**config.mk**
```make
export PLATFORM = sky130hd
export DESIGN_NAME = ft_rca_serial
export DESIGN_NICKNAME = d
export VERILOG_FILES = /design/src/rtl/ft_rca_pkg.sv /design/src/rtl/ft_code_check.sv /design/src/rtl/ft_rca_serial.sv
export SDC_FILE = /design/constraint.sdc
export NUM_CORES = 1
export LEC_CHECK = 0
export CORE_UTILIZATION = 45
export CTS_CLUSTER_SIZE = 8
export DETAILED_ROUTE_END_ITERATION = 8
export DONT_BUFFER_PORTS = 1
export SETUP_SLACK_MARGIN = 0.5
export SYNTH_ARGS = -nofsm -noshare
export SYNTH_HDL_FRONTEND = slang
export SYNTH_HIERARCHICAL = 1
export SYNTH_SLANG_ARGS = --single-unit
```
**constraint.sdc**
```tcl
create_clock -name clk -period 2.6 [get_ports clk]
set_input_delay 0.52 -clock clk [delete_from_list [all_inputs] [get_ports clk]]
set_output_delay 0.52 -clock clk [all_outputs]
set_load 0.05 [all_outputs]
```
**src/rtl/ft_rca_pkg.sv**
```systemverilog
// Shared types and codeword definitions for the fault-tolerant serial adder.
package ft_rca_pkg;

    typedef enum logic [1:0] {
        IDLE = 2'd0,
        RUN  = 2'd1,
        DONE = 2'd2
    } state_t;

    // Legal 3-to-4 codewords: bit0 = sum, bit1 = carry, upper bits are check bits.
    localparam logic [3:0] CODE_S0_C0   = 4'b0000;
    localparam logic [3:0] CODE_S1_C0_A = 4'b0101;
    localparam logic [3:0] CODE_S0_C1_A = 4'b0110;
    localparam logic [3:0] CODE_S1_C0_B = 4'b1001;
    localparam logic [3:0] CODE_S0_C1_B = 4'b1010;
    localparam logic [3:0] CODE_S1_C1   = 4'b1111;

    function automatic logic code_valid(input logic [3:0] code);
        return (code == CODE_S0_C0)   || (code == CODE_S1_C0_A) ||
               (code == CODE_S0_C1_A) || (code == CODE_S1_C0_B) ||
               (code == CODE_S0_C1_B) || (code == CODE_S1_C1);
    endfunction

endpackage

```
**src/rtl/ft_code_check.sv**
```systemverilog
// Combinational codeword checker: flags illegal codewords and splits out sum/carry.
module ft_code_check
    import ft_rca_pkg::*;
(
    input  logic [3:0] fa_code,
    output logic       valid,
    output logic       sum_bit,
    output logic       carry_bit
);

    // Membership test plus direct field extraction
    always_comb begin
        valid     = code_valid(fa_code);
        sum_bit   = fa_code[0];
        carry_bit = fa_code[1];
    end

endmodule

```
**src/rtl/ft_rca_serial.sv**
```systemverilog
// Bit-serial ripple-carry adder that retries a bit when the code table returns
// an illegal codeword, and aborts with an error flag once the retry budget is spent.
module ft_rca_serial
    import ft_rca_pkg::*;
#(
    parameter int WIDTH     = 8,
    parameter int MAX_RETRY = 3,
    parameter int CNT_W     = 8
) (
    input  logic             clk,
    input  logic             rst_n,
    input  logic             in_valid,
    output logic             in_ready,
    input  logic [WIDTH-1:0] in_a,
    input  logic [WIDTH-1:0] in_b,
    input  logic             in_cin,
    output logic [2:0]       fa_addr,
    input  logic [3:0]       fa_code,
    output logic             out_valid,
    input  logic             out_ready,
    output logic [WIDTH-1:0] out_sum,
    output logic             out_cout,
    output logic             out_err,
    output logic [CNT_W-1:0] fault_cnt
);

    localparam int IDX_W = (WIDTH > 1) ? $clog2(WIDTH) : 1;
    localparam int RTY_W = $clog2(MAX_RETRY + 1);
    localparam logic [IDX_W-1:0] IDX_LAST = IDX_W'(WIDTH - 1);
    localparam logic [RTY_W-1:0] RTY_MAX  = RTY_W'(MAX_RETRY);

    state_t            state_q, state_d;
    logic [WIDTH-1:0]  a_q, a_d, b_q, b_d, sum_q, sum_d;
    logic              carry_q, carry_d, cout_q, cout_d, err_q, err_d;
    logic [IDX_W-1:0]  idx_q, idx_d;
    logic [RTY_W-1:0]  retry_q, retry_d;
    logic [CNT_W-1:0]  fcnt_q, fcnt_d;

    logic cc_valid, cc_sum, cc_carry;

    ft_code_check u_code_check (
        .fa_code   (fa_code),
        .valid     (cc_valid),
        .sum_bit   (cc_sum),
        .carry_bit (cc_carry)
    );

    // Output decode straight from registered state
    always_comb begin
        in_ready  = (state_q == IDLE);
        out_valid = (state_q == DONE);
        fa_addr   = 3'b000;
        if (state_q == RUN) begin
            fa_addr = {a_q[idx_q], b_q[idx_q], carry_q};
        end
        out_sum   = sum_q;
        out_cout  = cout_q;
        out_err   = err_q;
        fault_cnt = fcnt_q;
    end

    // Next-state: accept, per-bit evaluate/retry/abort, result handoff
    always_comb begin
        state_d = state_q;
        a_d     = a_q;
        b_d     = b_q;
        sum_d   = sum_q;
        carry_d = carry_q;
        cout_d  = cout_q;
        err_d   = err_q;
        idx_d   = idx_q;
        retry_d = retry_q;
        fcnt_d  = fcnt_q;
        case (state_q)
            IDLE: begin
                if (in_valid) begin
                    a_d     = in_a;
                    b_d     = in_b;
                    carry_d = in_cin;
                    idx_d   = '0;
                    retry_d = '0;
                    sum_d   = '0;
                    cout_d  = 1'b0;
                    err_d   = 1'b0;
                    state_d = RUN;
                end
            end
            RUN: begin
                if (cc_valid) begin
                    sum_d[idx_q] = cc_sum;
                    carry_d      = cc_carry;
                    retry_d      = '0;
                    if (retry_q != '0 && fcnt_q != '1) begin
                        fcnt_d = fcnt_q + CNT_W'(1);
                    end
                    if (idx_q == IDX_LAST) begin
                        cout_d  = cc_carry;
                        state_d = DONE;
                    end else begin
                        idx_d = idx_q + IDX_W'(1);
                    end
                end else if (retry_q < RTY_MAX) begin
                    retry_d = retry_q + RTY_W'(1);
                end else begin
                    // Abort: keep the bits already resolved, zero the rest
                    err_d  = 1'b1;
                    cout_d = 1'b0;
                    for (int unsigned i = 0; i < WIDTH; i++) begin
                        if (IDX_W'(i) >= idx_q) begin
                            sum_d[i] = 1'b0;
                        end
                    end
                    state_d = DONE;
                end
            end
            DONE: begin
                if (out_ready) begin
                    state_d = IDLE;
                end
            end
            default: state_d = IDLE;
        endcase
    end

    // State and datapath registers
    always_ff @(posedge clk or negedge rst_n) begin
        if (!rst_n) begin
            state_q <= IDLE;
            a_q     <= '0;
            b_q     <= '0;
            sum_q   <= '0;
            carry_q <= 1'b0;
            cout_q  <= 1'b0;
            err_q   <= 1'b0;
            idx_q   <= '0;
            retry_q <= '0;
            fcnt_q  <= '0;
        end else begin
            state_q <= state_d;
            a_q     <= a_d;
            b_q     <= b_d;
            sum_q   <= sum_d;
            carry_q <= carry_d;
            cout_q  <= cout_d;
            err_q   <= err_d;
            idx_q   <= idx_d;
            retry_q <= retry_d;
            fcnt_q  <= fcnt_d;
        end
    end

endmodule

```
# --- After elaboration in Yosys (flattened, before gate mapping) ---
# Cells that the tools add are included.
totals:
  in_bits: 25
  output_inout_bits: 23
  regBits: 42
  elab_cells: 129
classes:
  n_lt_le_gt_ge: 11
  n_addsub: 3
  eq_ne: 26
  muxes: 45
  reduce_logical: 27
op_table:
  columns: ["operator", "count"]
  rows:
  - ["4-bit AND reduction", 12]
  - ["3-bit by 2-bit inequality test with 1-bit output (second input constant)", 10]
  - ["8-bit 2-to-1 mux", 3]
  - ["1-bit 2-to-1 mux", 19]
  - ["2-bit 2-to-1 mux", 8]
  - ["8-bit case mux with 2 select lines", 1]
  - ["4-bit equality test (second input constant)", 3]
  - ["3-bit >= comparator (first input constant)", 4]
  - ["3-bit 2-to-1 mux", 4]
  - ["2-bit inequality test (second input constant)", 5]
  - ["3-bit AND reduction", 3]
  - ["8-bit by 1-bit adder with 8-bit output (second input constant)", 1]
  - ["8-bit bitwise mux", 1]
  - ["4-bit by 3-bit equality test with 1-bit output (second input constant)", 2]
  - ["8-bit inequality test (second input constant)", 1]
  - ["1-bit binary-select mux with 3-bit select", 2]
  - ["1-bit by 3-bit >= comparator with 1-bit output (first input constant)", 2]
  - ["2-bit by 3-bit >= comparator with 1-bit output (first input constant)", 2]
  - ["1-bit case mux with 2 select lines", 3]
  - ["2-bit case mux with 3 select lines", 1]
  - ["3-bit case mux with 2 select lines", 1]
  - ["1-bit logical OR", 5]
  - ["4-bit logical NOT", 1]
  - ["3-bit by 4-bit < comparator with 1-bit output (second input constant)", 1]
  - ["15 further kinds", 17]

# --- Depth between registers and ports, before layout ---
logic_depth:
  ltp_word: 8
  mapped_depth: 8
  depth_no_buf: 6

# --- By module ---
# The synthesis kept the hierarchy.
by_module_without_submodules:
  columns: ["module", "instances", "cells_each", "seq_area_each_um2", "area_per_inst_um2"]
  rows:
  - ["ft_rca_serial", 1, 234, 1051.0, 2220.9]
  - ["ft_code_check", 1, 7, 0.0, 53.8]

# --- Least setup slack after synthesis ---
# OpenSTA, ideal clock, no wires.
synth_timing:
  kind: "register to output"
  from: "register idx_q[2]"
  to: "output port fa_addr[2]"
  arrival_ps: 1755
  setup_slack_ps: 325
  required_time_ps: 2080
  n_path_buf: 2
  stages_incl_launch_ff: 7
  cell_sequence: "dfrtp_1 > buf_2 > buf_2 > nand3_1 > o211ai_1 > o21ai_0 > a21oi_1"
synth_via:
  elab_chain_cells: 3
synth_lines:
  columns: ["item", "line", "source"]
  rows:
  - ["start, declared", "ft_rca_serial.sv:35", "logic [IDX_W-1:0] idx_q, idx_d;"]
  - ["start signal, assigned", "ft_rca_serial.sv:146", "idx_q <= idx_d;"]
  - ["1-bit binary-select mux with 3-bit select", "ft_rca_serial.sv:54", "fa_addr = {a_q[idx_q], b_q[idx_q], carry_q};"]
  - ["1-bit 2-to-1 mux (implied by the code)", "ft_rca_serial.sv:54", null]
  - ["3-bit 2-to-1 mux", "ft_rca_serial.sv:53", "if (state_q == RUN) begin"]
  - ["end, declared", "ft_rca_serial.sv:17", "output logic [2:0] fa_addr,"]
# No other way between the ends. The select of a mux whose other input is x is not followed.

# --- Worst setup path in the final report ---
layout_timing:
  from: "register idx_q[0]"
  to: "output port fa_addr[1]"
# The elaborated chain is that of the path after synthesis.

==> results.yml <==
outcome:
  status: "finished clean"
min_path:
  hp-class: "primary input to async pin"
clocking:
  cts.sinks: 42
  cts_max_path_buffers: 2
  root_buffer: "clkbuf_8"
  clk_latency_ns: 0.29
  path_clk_slew_ns: 0.08
  htree_num_levels: 2
  cts_tree: "built"
  cts_buffers: 5
yosys:
  synth_area_um2: 2270
  synth_seq_area_share: 0.462
  synth-simple-area-share: 0.211
  synth_area_leaders: "dfrtp_1, nand2_1, ha_1, xnor2_1, mux2i_1"
  yosys.area.top_type: "dfrtp_1"
  ys_seq_elements: 42
  synth.area.mux_share: 0.0413
  netlist-cell-type-count: 46
  synth_top_area_share: 0.462
  synth_compound_area_frac: 0.165
  yosysWarnings: 6
  synth_edf_count: 0
  synth_fp_nets: 273
  syn_inst: 241
  syn_avg_cell_area_um2: 9.44
  synth_top_family_by_area: "simple AND/OR/NAND/NOR gates"
  synth_xor_area_frac: 0.0308
  async_reset_ff_frac: 1.00
  synthAdderAreaFrac: 0.0429
  synth_ff_type: "dfrtp_1"
floorplanning:
  die_area_um2: 5340
  start_util: 0.475
  die_x_um: 73.1
  rows: 25
  core-area_um2: 4790
  chipHeight_um: 73.1
  io_pins: 48
timing:
  final.setup.tns_ns: 0
  period_minus_slack_ns: 2.12
  fin_worst_skew_ns: 0.00819
  hold_viol_final: 0
  setup_viol: 0
  fmax_mhz: 472
  relSlewSlack: 0.531
  worst_slew_pin_slew_ns: 0.704
  min_period_over_period: 0.815
  hold_ws_ns: 0.0541
  slew_violations: 0
  rsz0062_at_grt: "yes"
routing:
  drc_errors: 0
  vias: 1744
  via_per_inst: 5.48
  wl_per_cell_um: 15.4
  drtPass1Iterations: 4
  routed_wl_um: 4890
  drt-initial-drc-count: 88
  ant_nets: 0
pwr:
  p_int_uw: 1670
  p_leak_uw: 0.00118
  pwr-share-clk: 0.122
  p_seq_frac: 0.445
  powerDensity_nw_per_um2: 1280
  p_sw_frac: 0.485
  power_frac_comb: 0.434
  vdd_drop_max_mv: 0.692
  switchingPower_uw: 1580
worst_setup_path:
  crit_chain: "buf_4 > clkinvlp_4 > a311oi_1 > a21oi_1 > o21a_2"
  arrival_ns: 1.60
  endpoint_kind: "output pin"
  crit_slowest_cell: "dfrtp_2"
  slowest_delay_ns: 0.44
  worst-setup-path-type: "register to output pin"
  start_kind: "register"
  cp_max_fo: 7
  cp.required_ns: 2.08
final_layout:
  drive_above_1_share: 0.167
  diodes: 0
  nets: 283
  area_delta_synth_final_pct: 11.5
  post-route-util: 0.530
place:
  place_congestion: 0.767
  port_buffers: 0
  place.detailed.hpwl_um: 3410
global_routing:
  antenna_found_initial: 0
  grt_max_degree: 43
  grt_pass1_vias: 1740
  track_usage: 0.207
  grt_pass1_wl_um: 8340
  overflow: 0
job:
  drv_cap: 0
## cell usage after synthesis (all sizes together) (2+ instances only)
cell,number
and2b,2
and3,4
a22o,4
nor2,12
a21o,3
inv,7
mux2i,6
o21a,2
a31oi,3
o211ai,3
nand3,3
nand2,62
o21ai,10
nand4,6
o31ai,4
dfrtp,42
and2,2
ha,7
a21oi,9
xnor2,7
a311oi,2
a32oi,2
a32o,3
nand2b,5
buf,12
mux2,3
nor2b,2
## what timing repair did
item                                   CTS  global route
resized for setup                       11             4
buffers inserted                         5             2
setup endpoints to repair                3             3
pin swaps                                1             3
hold buffers                             1             0
endpoints found under the hold margin   42             0
## registers in the layout, summed over array words and instances, names as in the netlist, 2 cells and up
name and cells:
out_sum 8, fault_cnt 8, idx_q 3, retry_q 2, b_q 8, state_q 2
a_q 8
## cell type report
cell class / instances / area [µm²]
Tap cell: 67 / 83.8
Multi-Input combinational cell: 179 / 1150
Sequential cell: 42 / 1050
Fill cell: 454 / 2250
Clock buffer: 7 / 76.3
Inverter: 7 / 30.0
Timing Repair Buffer: 16 / 140
## final timing paths
check,startpoint,end,slack [ns],depth (start not counted)
max,idx_q[0],fa_addr[1],0.48,5
min,rst_n,out_cout,0.05,1
max reg2reg,fault_cnt[2],fault_cnt[7],0.70,4
min reg2reg,a_q[1],a_q[1],0.48,2
max in group asynchronous,rst_n,idx_q[0],2.31,1
min in group clk,in_b[6],b_q[6],0.33,2
## per-stage QoR
stage | cells | cell area [µm²] | worst slack, ns | power [µW]
after floorplan | 241 | 2280 | 0.419 | 2420
after global placement | 303 | 2350 | 0.369 | 2680
after detailed placement | 303 | 2350 | 0.322 | 2710
after CTS | 316 | 2500 | 0.446 | 3220
after global routing | 318 | 2540 | 0.343 | 3500
final | 318 | 2540 | 0.480 | 3250
## routing by layer
metal	wire length [µm]	share of wire	track usage	vias to the layer above
met5	0	0	0	-
met4	65	0.013	0.0806	0
met3	251	0.051	0.0622	5
met2	2210	0.45	0.312	42
met1	2370	0.48	0.280	840
li1	-	-	-	857
## power groups by stage
stage	Combinational (µW)	Sequential [µW]	Clock [µW]
2_1_floorplan	1070	1350	0
3_3_place_gp	1210	1470	0
3_5_place_dp	1230	1480	0
4_1_cts	1360	1440	413
5_1_grt	1570	1490	437
6_report	1410	1440	395
## layout by cell type (no fill, tap or decap), types with 2 or more instances in the layout
cell and instances:
o21ai_0 9, dfrtp_1 39, nand2_1 62, a32o_1 3
and3_1 4, nor2_1 10, a21o_1 2, and2b_2 2
a32oi_1 2, clkbuf_1 2, nand3_1 3, ha_1 7
mux2i_1 6, clkbuf_8 5, o31ai_1 4, buf_4 13
a31oi_1 3, xnor2_1 7, nand2b_1 5, o211ai_1 3
buf_6 2, a22o_1 4, dfrtp_2 3, inv_1 6
mux2_2 2, a21oi_1 8, nand4_1 6
## logic make-up after synthesis
kind of cell	after synthesis
xor+xnor	8
mux	9
simple gates	103
buf+inv	20
flops	42
fa+ha+maj	8
compound gates	51
## critical path, delay by kind of cell, from the launching register on
kind / cells / cell delay (ns)
flops: 1 / 0.44
compound gates: 3 / 0.62
buf+inv: 2 / 0.25
No activity file was read; power rests on OpenSTA's default activity.
